--- src/rtl/dot_accumulator_pkg.sv ---
// Shared types and helpers for the dot-product accumulation stage.
// PROD_W tracks the output width of the 4x4 multiplier feeding this block.
package dot_accumulator_pkg;

   typedef enum logic [1:0] {
      StIdle,
      StAccum,
      StHold
   } state_e;

   localparam int unsigned PROD_W = 8;

   // Smallest r with 2**r >= value.
   function automatic int unsigned clog2(input int unsigned value);
      int unsigned r;
      r = 0;
      for (int unsigned i = 0; i < 32; i++) begin
         if ((64'd1 << i) < 64'(value)) begin
            r = i + 1;
         end
      end
      return r;
   endfunction

endpackage

--- src/rtl/dot_acc_datapath.sv ---
// Accumulator datapath: ACC_W adder with carry-out and the acc/cnt/ovf registers.
// The controlling FSM selects clear, load or add; at most one is expected per cycle.
module dot_acc_datapath import dot_accumulator_pkg::*; #(
   parameter int unsigned ACC_W = 12,
   parameter int unsigned CNT_W = 3
) (
   input  logic              clk,
   input  logic              rst,
   input  logic              clear,
   input  logic              load,
   input  logic              add,
   input  logic [PROD_W-1:0] prod,
   output logic [ACC_W-1:0]  acc,
   output logic [CNT_W-1:0]  cnt,
   output logic              ovf
);

   logic [ACC_W-1:0] acc_q;
   logic [CNT_W-1:0] cnt_q;
   logic             ovf_q;
   logic [ACC_W:0]   sum_wide;

   // Top bit of the widened sum is the carry out of bit ACC_W-1.
   assign sum_wide = {1'b0, acc_q} + {1'b0, ACC_W'(prod)};

   always_ff @(posedge clk or posedge rst) begin
      if (rst) begin
         acc_q <= '0;
         cnt_q <= '0;
         ovf_q <= 1'b0;
      end else if (clear) begin
         acc_q <= '0;
         cnt_q <= '0;
         ovf_q <= 1'b0;
      end else if (load) begin
         acc_q <= ACC_W'(prod);
         cnt_q <= CNT_W'(1);
         ovf_q <= 1'b0;
      end else if (add) begin
         acc_q <= sum_wide[ACC_W-1:0];
         cnt_q <= cnt_q + 1'b1;
         ovf_q <= ovf_q | sum_wide[ACC_W];
      end
   end

   assign acc = acc_q;
   assign cnt = cnt_q;
   assign ovf = ovf_q;

endmodule

--- src/rtl/dot_accumulator.sv ---
// Sums up to N_TERMS multiplier products per group and presents each group result
// over a valid/ready port. FSM and handshake live here; arithmetic is in the datapath.
module dot_accumulator import dot_accumulator_pkg::*; #(
   parameter int unsigned N_TERMS = 4,
   parameter int unsigned ACC_W   = 12,
   localparam int unsigned CNT_W  = clog2(N_TERMS + 1)
) (
   input  logic              clk,
   input  logic              rst,
   input  logic              in_valid,
   output logic              in_ready,
   input  logic [PROD_W-1:0] in_prod,
   input  logic              in_last,
   output logic              out_valid,
   input  logic              out_ready,
   output logic [ACC_W-1:0]  out_sum,
   output logic [CNT_W-1:0]  out_count,
   output logic              out_ovf
);

   state_e           state_q, state_d;
   logic             clear, load, add;
   logic             close;
   logic [CNT_W-1:0] cnt;
   logic [CNT_W-1:0] cnt_next;

   // cnt is zero in StIdle, so cnt+1 is the post-transfer count in both accepting states.
   assign cnt_next = cnt + 1'b1;
   assign close    = in_last || (cnt_next == CNT_W'(N_TERMS));

   always_ff @(posedge clk or posedge rst) begin
      if (rst) begin
         state_q <= StIdle;
      end else begin
         state_q <= state_d;
      end
   end

   always_comb begin
      state_d   = state_q;
      clear     = 1'b0;
      load      = 1'b0;
      add       = 1'b0;
      in_ready  = 1'b0;
      out_valid = 1'b0;
      unique case (state_q)
         StIdle: begin
            in_ready = 1'b1;
            if (in_valid) begin
               load    = 1'b1;
               state_d = close ? StHold : StAccum;
            end
         end
         StAccum: begin
            in_ready = 1'b1;
            if (in_valid) begin
               add = 1'b1;
               if (close) begin
                  state_d = StHold;
               end
            end
         end
         StHold: begin
            out_valid = 1'b1;
            if (out_ready) begin
               clear   = 1'b1;
               state_d = StIdle;
            end
         end
         default: begin
            state_d = StIdle;
         end
      endcase
   end

   dot_acc_datapath #(
      .ACC_W (ACC_W),
      .CNT_W (CNT_W)
   ) u_datapath (
      .clk   (clk),
      .rst   (rst),
      .clear (clear),
      .load  (load),
      .add   (add),
      .prod  (in_prod),
      .acc   (out_sum),
      .cnt   (cnt),
      .ovf   (out_ovf)
   );

   assign out_count = cnt;

endmodule

--- config.mk ---
export PLATFORM = sky130hd
export DESIGN_NAME = dot_accumulator
export DESIGN_NICKNAME = d
export VERILOG_FILES = /design/src/rtl/dot_accumulator_pkg.sv /design/src/rtl/dot_acc_datapath.sv /design/src/rtl/dot_accumulator.sv
export SDC_FILE = /design/constraint.sdc
export NUM_CORES = 1
export LEC_CHECK = 0
export CAP_MARGIN = 15
export CORE_UTILIZATION = 43
export DETAILED_ROUTE_END_ITERATION = 10
export GPL_ROUTABILITY_DRIVEN = 0
export PLACE_DENSITY_LB_ADDON = 0.15
export SLEW_MARGIN = 40
export SYNTH_ARGS = -nofsm -noshare
export SYNTH_HDL_FRONTEND = slang
export SYNTH_SLANG_ARGS = --single-unit
--- constraint.sdc ---
create_clock -name clk -period 2.95 [get_ports clk]
set_clock_uncertainty 0.2 [all_clocks]
set_input_delay 0.59 -clock clk [delete_from_list [all_inputs] [get_ports clk]]
set_output_delay 0.59 -clock clk [all_outputs]
set_load 0.005 [all_outputs]
==> run summary <==
ANT cells - 0
Adder-cell share of the synthesized area - 11.9%
Iter 0 DRT Violations - 35
Switching part of the total - 36.6%
Clock share of power - 16.5%
Die area - 3040 um2
Switching Power - 364 uW
Die height - 55.2 um
RSZ-0062 raised after global routing - false
Worst min-delay path class - flop to flop
WL final - 2860 um
Buf/Inv on CP - 2
Layout cells sized above 1 - 8.93%
Reg2reg path depth - 8
Synth cell types - 40
Vias post-DR - 1154
Power per cell area - 613 nW/um2
Critical Path AT - 2.63 ns
Period minus WS final - 2.58 ns
Vias in the first global route - 1066
Clk root buf - clkbuf_4
# fillers - 243
Cell-internal power - 631 uW
Syn_area_per_cell - 9.35 um2
WP data required - 3.00 ns
Reg-to-reg slack, setup - 0.75 ns
Post-synth EDFFs - 0
Kind of critical path - primary input to flop
Largest family of logic cells by synthesized area - compound AO/OA/AOI/OAI gates
Crit path max fanout - 3
Sequential share of power - 35.2%
Syn Std Cell Area - 1210 um2
Worst hold path startpoint - u_datapath.acc[11]
Nets - 193
Cell taking the most area after synthesis - dfrtp_1
Worst setup EP type - flop
RR Endpoint - u_datapath.acc[10]
Hold Path Depth - 1
Synth Warn # - 0
Crit path launch type - primary input
CTS Buf Count - 3
Initial antenna violation count - 0
Commonest non-fill, non-tap cell in the layout - clkdlybuf4s50_1
Yosys reg bits - 18
Hold Buf Count CTS - 0
Top cells by area, synth - dfrtp_1, ha_1, o21ai_0, a21o_1, nand2_1
Largest stage delay, worst path - 0.49 ns
Mapped Cells - 130
Pwr Total - 995 uW
Clk sink count - 18
Clock buffer depth - 2
CP max-delay cell - clkdlybuf4s50_1
Ports - 31
Overflow after GRT - 0
Total GRT Usage - 22.3%
Skew-Pair Late Insertion Delay - 0.31 ns
Global-route wire length before repair - 4780 um
Mean routed wirelength per cell - 14.4 um
DR pass1 iterations - 4
Post-Synthesis Net Count - 154
Status - completed
Final Hold Viols - 0
Starting Density - 47.3%
Cell leakage power - 0.730 nW
Ys async rst share - 100%
Tightest Pin Transition - 0.696 ns
Post-synthesis xor/xnor area fraction - 2.16%
Post-CTS Repair Setup Buffers - 0
FMAX - 0.387 GHz
Final slew viol count - 0
Comb pwr share - 48.3%
Number of max-cap violations - 0
Max-slew headroom - 53.5%
Commonest non-fill, non-tap cells in the layout - clkdlybuf4s50_1, dfrtp_1, o21ai_0
Htree depth - 1
Max IR drop VDD - 0.423 mV
Mux cell area share after synthesis - 3.40%
Port bufs - 30
Delay-heaviest family, CP - buffers and inverters
Post-synthesis simple-gate area fraction - 14.2%
Setup TNS - 0 ns
DRC Markers - 0
Num rows - 18
CTS tree - built
Share of the synthesized area in the top cell type - 37.1%
HPWL after detailed placement - 2220 um
Post-synthesis compound-gate area fraction - 28.5%
Clk pin slew, worst setup/hold paths - 0.11 ns
Post-cts sizing count - 0
Seq/Total Area, Yosys - 37.1%
Vias/cell - 5.83
Largest net degree at the start of global routing - 19
Worst-path cell chain - clkdlybuf4s50_1, ha_1, inv_1, fa_1, nor2b_1, o31a_1, o221ai_2, or3_1, a21oi_1
Core Box Area - 2570 um2
Tcrit/Tclk final - 87.6%
Die width - 55.2 um
Top_reg_cell synth - dfrtp_1
RR Startpoint - u_datapath.acc[0]
Area Growth Syn to Fin - 33.7%
Final Setup Violations - 0
Worst Hold Endpoint - u_datapath.acc[11]
Post-DRT Antenna Nets - 0
-- power groups by stage --
stage	sequential, mW	combinational, mW	clock, mW
3_3_place_gp	0.354	0.467	0
3_5_place_dp	0.357	0.479	0
2_1_floorplan	0.349	0.282	0
4_1_cts	0.352	0.482	0.168
6_report	0.351	0.481	0.164
5_1_grt	0.360	0.540	0.177
-- flip-flops by register name (all words and copies together) (netlist names) --
name and flops:
u_datapath.acc 12, u_datapath.cnt 3, state_q 2, u_datapath.ovf 1
-- how the worst max path moves through the flow --
| stage | startpoint | end | slack [ns] | cells after the start |
|---|---|---|---|---|
| floorplan | in_prod[0] | u_datapath.acc[10] | 0.57 | 8 |
| global placement | in_prod[0] | u_datapath.acc[10] | 0.08 | 9 |
| global route | in_prod[0] | u_datapath.acc[10] | 0.23 | 9 |
| finish | in_prod[0] | u_datapath.acc[10] | 0.37 | 9 |
| CTS | in_prod[0] | u_datapath.acc[10] | 0.36 | 9 |
| detailed placement | in_prod[0] | u_datapath.acc[10] | 0.03 | 9 |
-- Yosys cell counts (2+ instances only) --
library cell	n
a211oi_1	2
a21o_1	6
a21oi_1	7
a221o_1	2
a22oi_1	3
a31oi_1	2
buf_2	2
dfrtp_1	18
ha_1	10
inv_1	6
mux2i_1	3
nand2_1	11
nand2b_1	2
nand3_1	2
nor2_1	10
nor2b_1	2
nor3_1	2
o21ai_0	15
or3_1	2
xor2_1	3
-- cell type report --
cell class                      instances  area [um2]  area share (%)
Tap cell                               30        37.5            2.31
Sequential cell                        18         450            27.7
Multi-Input combinational cell        104         732            45.1
Inverter                                6        22.5            1.39
Clock buffer                            4        36.3            2.23
Timing Repair Buffer                   36         345            21.3
-- through the flow --
| stage | instances | util (%) | setup WS [ns] | hold slack, ns | area (um2) |
|---|---|---|---|---|---|
| after floorplan | 130 | - | 0.575 | 0.264 | 1210 |
| after global placement | 194 | 61.8 | 0.0787 | 0.290 | 1590 |
| after detailed placement | 194 | 61.8 | 0.0275 | 0.299 | 1590 |
| after CTS | 198 | 63.3 | 0.356 | 0.318 | 1620 |
| after global routing | 198 | 63.3 | 0.232 | 0.366 | 1620 |
| final | 198 | 63.3 | 0.366 | 0.315 | 1620 |
-- metal layers --
metal	vias to the layer above	global-route usage [%]	wire [um]
met3	5	3.28	187
li1	569	-	-
met4	0	7.50	41
met5	-	0	0
met1	544	27.8	1250
met2	36	38.8	1380
-- cell families after synthesis --
kind of cell / count (synthesis)
AO/OA/AOI/OAI: 50
multiplexers: 4
adder cells (fa/ha/maj): 11
flip-flops: 18
AND/OR/NAND/NOR: 36
XOR/XNOR: 3
buffers and inverters: 8
(Power assumes the default switching activity.)
